## src/rtl/load_writeback_if.sv

```systemverilog
// load_writeback_if: retire-side handshake from execute plus the data-memory
// read response consumed by the writeback stage.
//   wb_valid/wb_ready   : instruction handshake (execute -> writeback)
//   wb_rd_num/wb_result : destination register, ALU result or load byte address
//   wb_is_load/wb_funct3/wb_halt : instruction kind and load width/sign code
//   mem_rdata/mem_rvalid: aligned memory word and single-cycle response strobe
interface load_writeback_if #(
  parameter int unsigned XLEN = 32
);
  logic            wb_valid;
  logic            wb_ready;
  logic [4:0]      wb_rd_num;
  logic [XLEN-1:0] wb_result;
  logic            wb_is_load;
  logic [2:0]      wb_funct3;
  logic            wb_halt;
  logic [31:0]     mem_rdata;
  logic            mem_rvalid;

  // Execute stage and memory side.
  modport master (
    output wb_valid, wb_rd_num, wb_result, wb_is_load, wb_funct3, wb_halt,
    output mem_rdata, mem_rvalid,
    input  wb_ready
  );

  // Writeback stage side.
  modport slave (
    input  wb_valid, wb_rd_num, wb_result, wb_is_load, wb_funct3, wb_halt,
    input  mem_rdata, mem_rvalid,
    output wb_ready
  );
endinterface

```

## src/rtl/load_writeback.sv

```systemverilog
// load_writeback: final pipeline stage driving the register file write port.
// ALU results retire one cycle after accept; loads wait in LOAD_WAIT for the
// memory response, then are byte/halfword extracted and sign/zero extended.
// A retiring halt raises a sticky halted flag and parks the stage.
//   clk, rst_b : clock, asynchronous active-low reset
//   bus        : load_writeback_if.slave (upstream handshake + memory response)
//   rd_num/rd_data/rd_we : registered regfile write port
//   load_err   : one-cycle pulse for an illegal or misaligned load
//   halted     : sticky halt flag
//   retired    : count of completed instructions (wraps)
module load_writeback #(
  parameter int unsigned XLEN  = 32,
  parameter int unsigned CNT_W = 32
) (
  input  logic              clk,
  input  logic              rst_b,
  load_writeback_if.slave   bus,
  output logic [4:0]        rd_num,
  output logic [XLEN-1:0]   rd_data,
  output logic              rd_we,
  output logic              load_err,
  output logic              halted,
  output logic [CNT_W-1:0]  retired
);

  localparam int unsigned REG_W = 5;
  localparam int unsigned F3_W  = 3;

  typedef enum logic [1:0] {
    IDLE      = 2'd0,
    LOAD_WAIT = 2'd1,
    HALTED    = 2'd2
  } state_e;

  state_e            state_q, state_d;
  logic [REG_W-1:0]  ld_rd_q, ld_rd_d;
  logic [F3_W-1:0]   ld_f3_q, ld_f3_d;
  logic [1:0]        ld_off_q, ld_off_d;
  logic [REG_W-1:0]  rd_num_q, rd_num_d;
  logic [XLEN-1:0]   rd_data_q, rd_data_d;
  logic              rd_we_q, rd_we_d;
  logic              load_err_q, load_err_d;
  logic              halted_q, halted_d;
  logic [CNT_W-1:0]  retired_q, retired_d;

  logic [7:0]        ld_byte_c;
  logic [15:0]       ld_half_c;
  logic [XLEN-1:0]   ld_data_c;
  logic              ld_err_c;

  assign bus.wb_ready = (state_q == IDLE);

  // Load data extraction and legality check from the captured funct3/offset.
  always_comb begin
    ld_byte_c = 8'h00;
    ld_half_c = ld_off_q[1] ? bus.mem_rdata[31:16] : bus.mem_rdata[15:0];
    ld_data_c = '0;
    ld_err_c  = 1'b0;
    case (ld_off_q)
      2'd0:    ld_byte_c = bus.mem_rdata[7:0];
      2'd1:    ld_byte_c = bus.mem_rdata[15:8];
      2'd2:    ld_byte_c = bus.mem_rdata[23:16];
      default: ld_byte_c = bus.mem_rdata[31:24];
    endcase
    case (ld_f3_q)
      3'b000: ld_data_c = {{(XLEN-8){ld_byte_c[7]}}, ld_byte_c};
      3'b100: ld_data_c = {{(XLEN-8){1'b0}}, ld_byte_c};
      3'b001: begin
        ld_data_c = {{(XLEN-16){ld_half_c[15]}}, ld_half_c};
        ld_err_c  = ld_off_q[0];
      end
      3'b101: begin
        ld_data_c = {{(XLEN-16){1'b0}}, ld_half_c};
        ld_err_c  = ld_off_q[0];
      end
      3'b010: begin
        ld_data_c = XLEN'(bus.mem_rdata);
        ld_err_c  = (ld_off_q != 2'd0);
      end
      default: ld_err_c = 1'b1;
    endcase
  end

  // Next-state and registered-output logic.
  always_comb begin
    state_d    = state_q;
    ld_rd_d    = ld_rd_q;
    ld_f3_d    = ld_f3_q;
    ld_off_d   = ld_off_q;
    rd_num_d   = rd_num_q;
    rd_data_d  = rd_data_q;
    rd_we_d    = 1'b0;
    load_err_d = 1'b0;
    halted_d   = halted_q;
    retired_d  = retired_q;
    case (state_q)
      IDLE: begin
        if (bus.wb_valid) begin
          if (bus.wb_halt) begin
            halted_d  = 1'b1;
            retired_d = retired_q + CNT_W'(1);
            state_d   = HALTED;
          end else if (bus.wb_is_load) begin
            ld_rd_d  = bus.wb_rd_num;
            ld_f3_d  = bus.wb_funct3;
            ld_off_d = bus.wb_result[1:0];
            state_d  = LOAD_WAIT;
          end else begin
            // x0 writes are dropped but still count as retired.
            rd_we_d   = (bus.wb_rd_num != '0);
            rd_num_d  = bus.wb_rd_num;
            rd_data_d = bus.wb_result;
            retired_d = retired_q + CNT_W'(1);
          end
        end
      end
      LOAD_WAIT: begin
        if (bus.mem_rvalid) begin
          rd_num_d  = ld_rd_q;
          retired_d = retired_q + CNT_W'(1);
          state_d   = IDLE;
          if (ld_err_c) begin
            load_err_d = 1'b1;
          end else begin
            rd_we_d   = (ld_rd_q != '0);
            rd_data_d = ld_data_c;
          end
        end
      end
      HALTED: begin
        state_d = HALTED;
      end
      default: state_d = IDLE;
    endcase
  end

  // State and output registers.
  always_ff @(posedge clk or negedge rst_b) begin
    if (!rst_b) begin
      state_q    <= IDLE;
      ld_rd_q    <= '0;
      ld_f3_q    <= '0;
      ld_off_q   <= '0;
      rd_num_q   <= '0;
      rd_data_q  <= '0;
      rd_we_q    <= 1'b0;
      load_err_q <= 1'b0;
      halted_q   <= 1'b0;
      retired_q  <= '0;
    end else begin
      state_q    <= state_d;
      ld_rd_q    <= ld_rd_d;
      ld_f3_q    <= ld_f3_d;
      ld_off_q   <= ld_off_d;
      rd_num_q   <= rd_num_d;
      rd_data_q  <= rd_data_d;
      rd_we_q    <= rd_we_d;
      load_err_q <= load_err_d;
      halted_q   <= halted_d;
      retired_q  <= retired_d;
    end
  end

  assign rd_num   = rd_num_q;
  assign rd_data  = rd_data_q;
  assign rd_we    = rd_we_q;
  assign load_err = load_err_q;
  assign halted   = halted_q;
  assign retired  = retired_q;

endmodule

```

## src/flat_wrapper.sv

```systemverilog
// flat-port wrapper written by rule: the top's interface ports become plain ports
module load_writeback_flat 
#(
  parameter int unsigned XLEN  = 32,
  parameter int unsigned CNT_W = 32
)
  (clk, rst_b, rd_num, rd_data, rd_we, load_err, halted, retired, bus_wb_valid, bus_wb_rd_num, bus_wb_result, bus_wb_is_load, bus_wb_funct3, bus_wb_halt, bus_mem_rdata, bus_mem_rvalid, bus_wb_ready);
  load_writeback_if #(.XLEN(XLEN)) bus_i ();
  input  logic clk;
  input  logic rst_b;
  output logic [4:0] rd_num;
  output logic [XLEN-1:0] rd_data;
  output logic rd_we;
  output logic load_err;
  output logic halted;
  output logic [CNT_W-1:0] retired;
  input wire logic [$bits(bus_i.wb_valid)-1:0] bus_wb_valid;
  input wire logic [$bits(bus_i.wb_rd_num)-1:0] bus_wb_rd_num;
  input wire logic [$bits(bus_i.wb_result)-1:0] bus_wb_result;
  input wire logic [$bits(bus_i.wb_is_load)-1:0] bus_wb_is_load;
  input wire logic [$bits(bus_i.wb_funct3)-1:0] bus_wb_funct3;
  input wire logic [$bits(bus_i.wb_halt)-1:0] bus_wb_halt;
  input wire logic [$bits(bus_i.mem_rdata)-1:0] bus_mem_rdata;
  input wire logic [$bits(bus_i.mem_rvalid)-1:0] bus_mem_rvalid;
  output wire logic [$bits(bus_i.wb_ready)-1:0] bus_wb_ready;
  assign bus_i.wb_valid = bus_wb_valid;
  assign bus_i.wb_rd_num = bus_wb_rd_num;
  assign bus_i.wb_result = bus_wb_result;
  assign bus_i.wb_is_load = bus_wb_is_load;
  assign bus_i.wb_funct3 = bus_wb_funct3;
  assign bus_i.wb_halt = bus_wb_halt;
  assign bus_i.mem_rdata = bus_mem_rdata;
  assign bus_i.mem_rvalid = bus_mem_rvalid;
  assign bus_wb_ready = bus_i.wb_ready;
  load_writeback #(.XLEN(XLEN), .CNT_W(CNT_W)) u_core (.clk(clk), .rst_b(rst_b), .bus(bus_i), .rd_num(rd_num), .rd_data(rd_data), .rd_we(rd_we), .load_err(load_err), .halted(halted), .retired(retired));
endmodule
```

## config.mk

```make
export PLATFORM = sky130hd
export DESIGN_NAME = load_writeback_flat
export DESIGN_NICKNAME = d
export VERILOG_FILES = /design/src/rtl/load_writeback_if.sv /design/src/rtl/load_writeback.sv /design/src/flat_wrapper.sv
export SDC_FILE = /design/constraint.sdc
export NUM_CORES = 1
export LEC_CHECK = 0
export ABC_AREA = 0
export CORE_ASPECT_RATIO = 2
export CORE_MARGIN = 3
export CORE_UTILIZATION = 35
export CTS_CLUSTER_DIAMETER = 40
export DETAILED_ROUTE_END_ITERATION = 7
export PLACE_DENSITY = 0.65
export SLEW_MARGIN = 25
export SYNTH_ARGS = -nofsm -noshare
export SYNTH_HDL_FRONTEND = slang
export SYNTH_SLANG_ARGS = --single-unit
```

## constraint.sdc

```tcl
create_clock -name clk -period 2.7 [get_ports clk]
set_input_delay 0.54 -clock clk [delete_from_list [all_inputs] [get_ports clk]]
set_output_delay 0.54 -clock clk [all_outputs]
set_load 0.02 [all_outputs]
```

==> out/qor.yml <==
worst_setup_path:
  startpoint: "u_core.state_q[1]$_DFFE_PN0P_"
  endpoint_kind: "output port"
  cp.required_ps: 2160
  cpPeakStageDelay_ps: 710
  r2r_start: "u_core.ld_f3_q[0]$_DFFE_PN0P_"
  path_cells: "nor2_1 -> clkdlybuf4s50_1"
  arrival_ps: 1810
  worstSetupPathType: "flip-flop to output port"
  slowest_stage: "clkdlybuf4s50_1"
  start_kind: "flip-flop"
  worst-path-max-fanout: 8
synthesis:
  yosys-top-cells-area: "dfrtp_1 (50%), a221o_1 (6.6%), xnor2_1 (6.2%), mux2_2 (4.5%), a21oi_1 (4.3%)"
  yosysTopAreaCell: "dfrtp_1"
  ys_seq_area_share_pct: 49.8
  yosysMostFrequentCell: "dfrtp_1"
  synth.ff_latch_count: 84
  ys_types: 43
  async_flop_share_pct: 100
  avgSynthCellArea_sq_um: 10.3
  syn_inst: 409
  synth_top_area_share_pct: 49.8
  syn-num-nets: 488
  synth-edff-count: 0
  ys_warn_count: 0
  ys.flop_type: "dfrtp_1"
  synthesis.area_sq_um: 4220
  netlist_top_cells_count: "dfrtp_1 (84), nand2_1 (48), a21oi_1 (36)"
routing:
  routed_via_density: 5.54
  route.top_layer_used: "met4"
  route.met3.wl_microns: 848
  wl_per_cell_microns: 19.5
  met2_length_mm: 7.62
  remaining_drc_errors: 0
  vias: 3909
  ant_nets: 0
  wl_mm: 13.8
  first_pass_iters: 5
  dr.first_iter.drc_count: 148
  drt-met1-wl_mm: 4.66
cts:
  post_cts_resized: 0
  clkSinkCount: 84
  clock_latency_ps: 340
  clockRootBuffer: "clkbuf_16"
  h-tree-depth: 3
  tritoncts: "built"
  cts-hold-fix-buffers: 0
  numCtsBuffers: 9
  clkSlewWorstSetupHoldPaths_ps: 70
  post_cts_buffers: 0
  clock_path_buffers: 2
floorplan:
  die_w_microns: 83.7
  start_util_pct: 35.9
  coreArea_sq_um: 11800
  die_h_microns: 161
  dieArea_sq_um: 13500
  pin_count: 151
  rows: 56
worst_hold_path:
  hold_class: "input pin to asynchronous set/reset pin"
pwr:
  power_frac_comb_pct: 35.4
  p_leak_nw: 2.53
  p_seq_share_pct: 37.4
  p_total_mw: 4.71
  power_switching_mw: 1.62
  power_frac_clock_pct: 27.2
  ir_drop_v: 0.000459
  sw_frac_of_total_pct: 34.4
  pwr_density_cell_nw_per_um2: 757
  p_int_mw: 3.09
global_route:
  gr-total-overflow: 0
  antenna_found_initial: 0
  grt_max_degree: 52
  grt_pass1_wl_mm: 21.5
  grt_pass1_vias: 4106
  grt_usage_pct: 20.5
outcome:
  status: "finished, final reports clean"
sta:
  tns_ps: 0
  finalHoldViolations: 0
  max_freq_ghz: 0.425
  post-route-period-util_pct: 87.2
  slew_viol_final: 0
  period_minus_slack_ps: 2350
  finalSetupViolCount: 0
  rsz0062_at_grt: "false"
  maxSlewHeadroom_pct: 64.3
  worstMarginPinSlew_ps: 536
  fin_skew_ps: 7.91
finish:
  area_growth_pct: 47.5
  layout-drive-gt1-share_pct: 11.1
  final_area_sq_um: 6230
  fin_nets: 635
  n_antenna_cell: 0
place:
  dp_hpwl_mm: 10.6
  gp_routability_congestion: 0.849
  place_area_sq_um: 5920
  portBuffers: 150
job:
  cap_violations: 0
## through the flow
step | hold WS (ps) | instances | utilization (%) | setup WS [ps]
after floorplan | 244 | 409 | - | 756
after global placement | 459 | 690 | 50.3 | 175
final | 144 | 706 | 52.9 | 346
after CTS | 156 | 706 | 52.9 | 342
after detailed placement | 470 | 690 | 50.3 | 116
after global routing | 173 | 706 | 52.9 | 255
## logic make-up after synthesis
| group | count (synthesis) | share of synthesized area (%) |
|---|---|---|
| AND/OR/NAND/NOR | 139 | 16.7 |
| AO/OA/AOI/OAI | 106 | 18.7 |
| flip-flops | 84 | 49.8 |
| XOR/XNOR | 31 | 6.43 |
| buffers and inverters | 30 | 3.32 |
| multiplexers | 18 | 4.77 |
| adder cells (fa/ha/maj) | 1 | 0.296 |
## per-layer routing
layer  global-route usage, %  vias up
met5                       0        -
met4                    11.4        0
met3                    4.65       37
met2                    38.9      154
met1                    19.8     1911
li1                        -     1807
## path summary, 6_finish.rpt
path,to,slack [ps],cells past startpoint
worst max register to register,u_core.rd_data[6]$_DFFE_PN0P_,530,5
worst min-delay path,u_core.rd_data[5]$_DFFE_PN0P_,140,1
worst max-delay path,bus_wb_ready,350,2
worst min register to register,u_core.retired[31]$_DFFE_PN0P_,480,1
max in group asynchronous,u_core.retired[25]$_DFFE_PN0P_,1910,2
min in group clk,u_core.retired[31]$_DFFE_PN0P_,480,1
## worst max-delay path, delay by kind of cell, from the launching register on
kind	cells	cell delay [ps]
AND/OR/NAND/NOR	1	290
flip-flops	1	480
buffers and inverters	1	710
## power groups by stage
stage          Clock, mW  Sequential [mW]  Combinational, mW
3_3_place_gp           0             1.78               1.64
3_5_place_dp           0             1.77               1.68
5_1_grt             1.35             1.80               1.78
2_1_floorplan          0             1.97              0.633
4_1_cts             1.30             1.76               1.68
6_report            1.28             1.76               1.67
## layout make-up
cell class                 count  area (sq um)
inverter                       4          15.0
clock inverter                 6          71.3
tap                          145           181
fill                        1100          5540
multi-input combinational    295          1990
timing repair buffer         162          1630
sequential                    84          2100
clock buffer                  10           239
## flip-flops by register name, summed over array words and instances, names as in the netlist, 2 cells and up
| name | count |
|---|---|
| u_core.ld_f3_q | 3 |
| u_core.ld_off_q | 2 |
| u_core.ld_rd_q | 5 |
| u_core.rd_data | 32 |
| u_core.rd_num | 5 |
| u_core.retired | 32 |
| u_core.state_q | 2 |
## layout by cell type, fill, tap and decap left out, types with 2 or more instances in the layout
cell type,synthesis,routed
nor2b_1,5,5
nor2_1,17,16
or4_1,2,2
buf_12,0,3
xnor2_1,30,30
and4_1,3,3
o211ai_1,2,2
nand4_1,15,15
clkinvlp_4,0,2
and2_1,5,5
a31oi_1,5,5
and3_1,16,16
nand2b_1,3,3
inv_1,4,4
clkbuf_16,0,9
a221o_1,28,28
a21oi_1,36,36
a22oi_1,10,10
inv_6,0,2
dfrtp_1,84,84
a221oi_1,3,3
a32oi_1,2,2
a21oi_2,5,5
nand2_1,48,48
clkdlybuf4s50_1,0,149
a31o_2,3,3
mux2_2,17,17
buf_4,0,10
o21ai_0,5,5
nand3_1,19,19
Power figures use the tool's default switching activity.
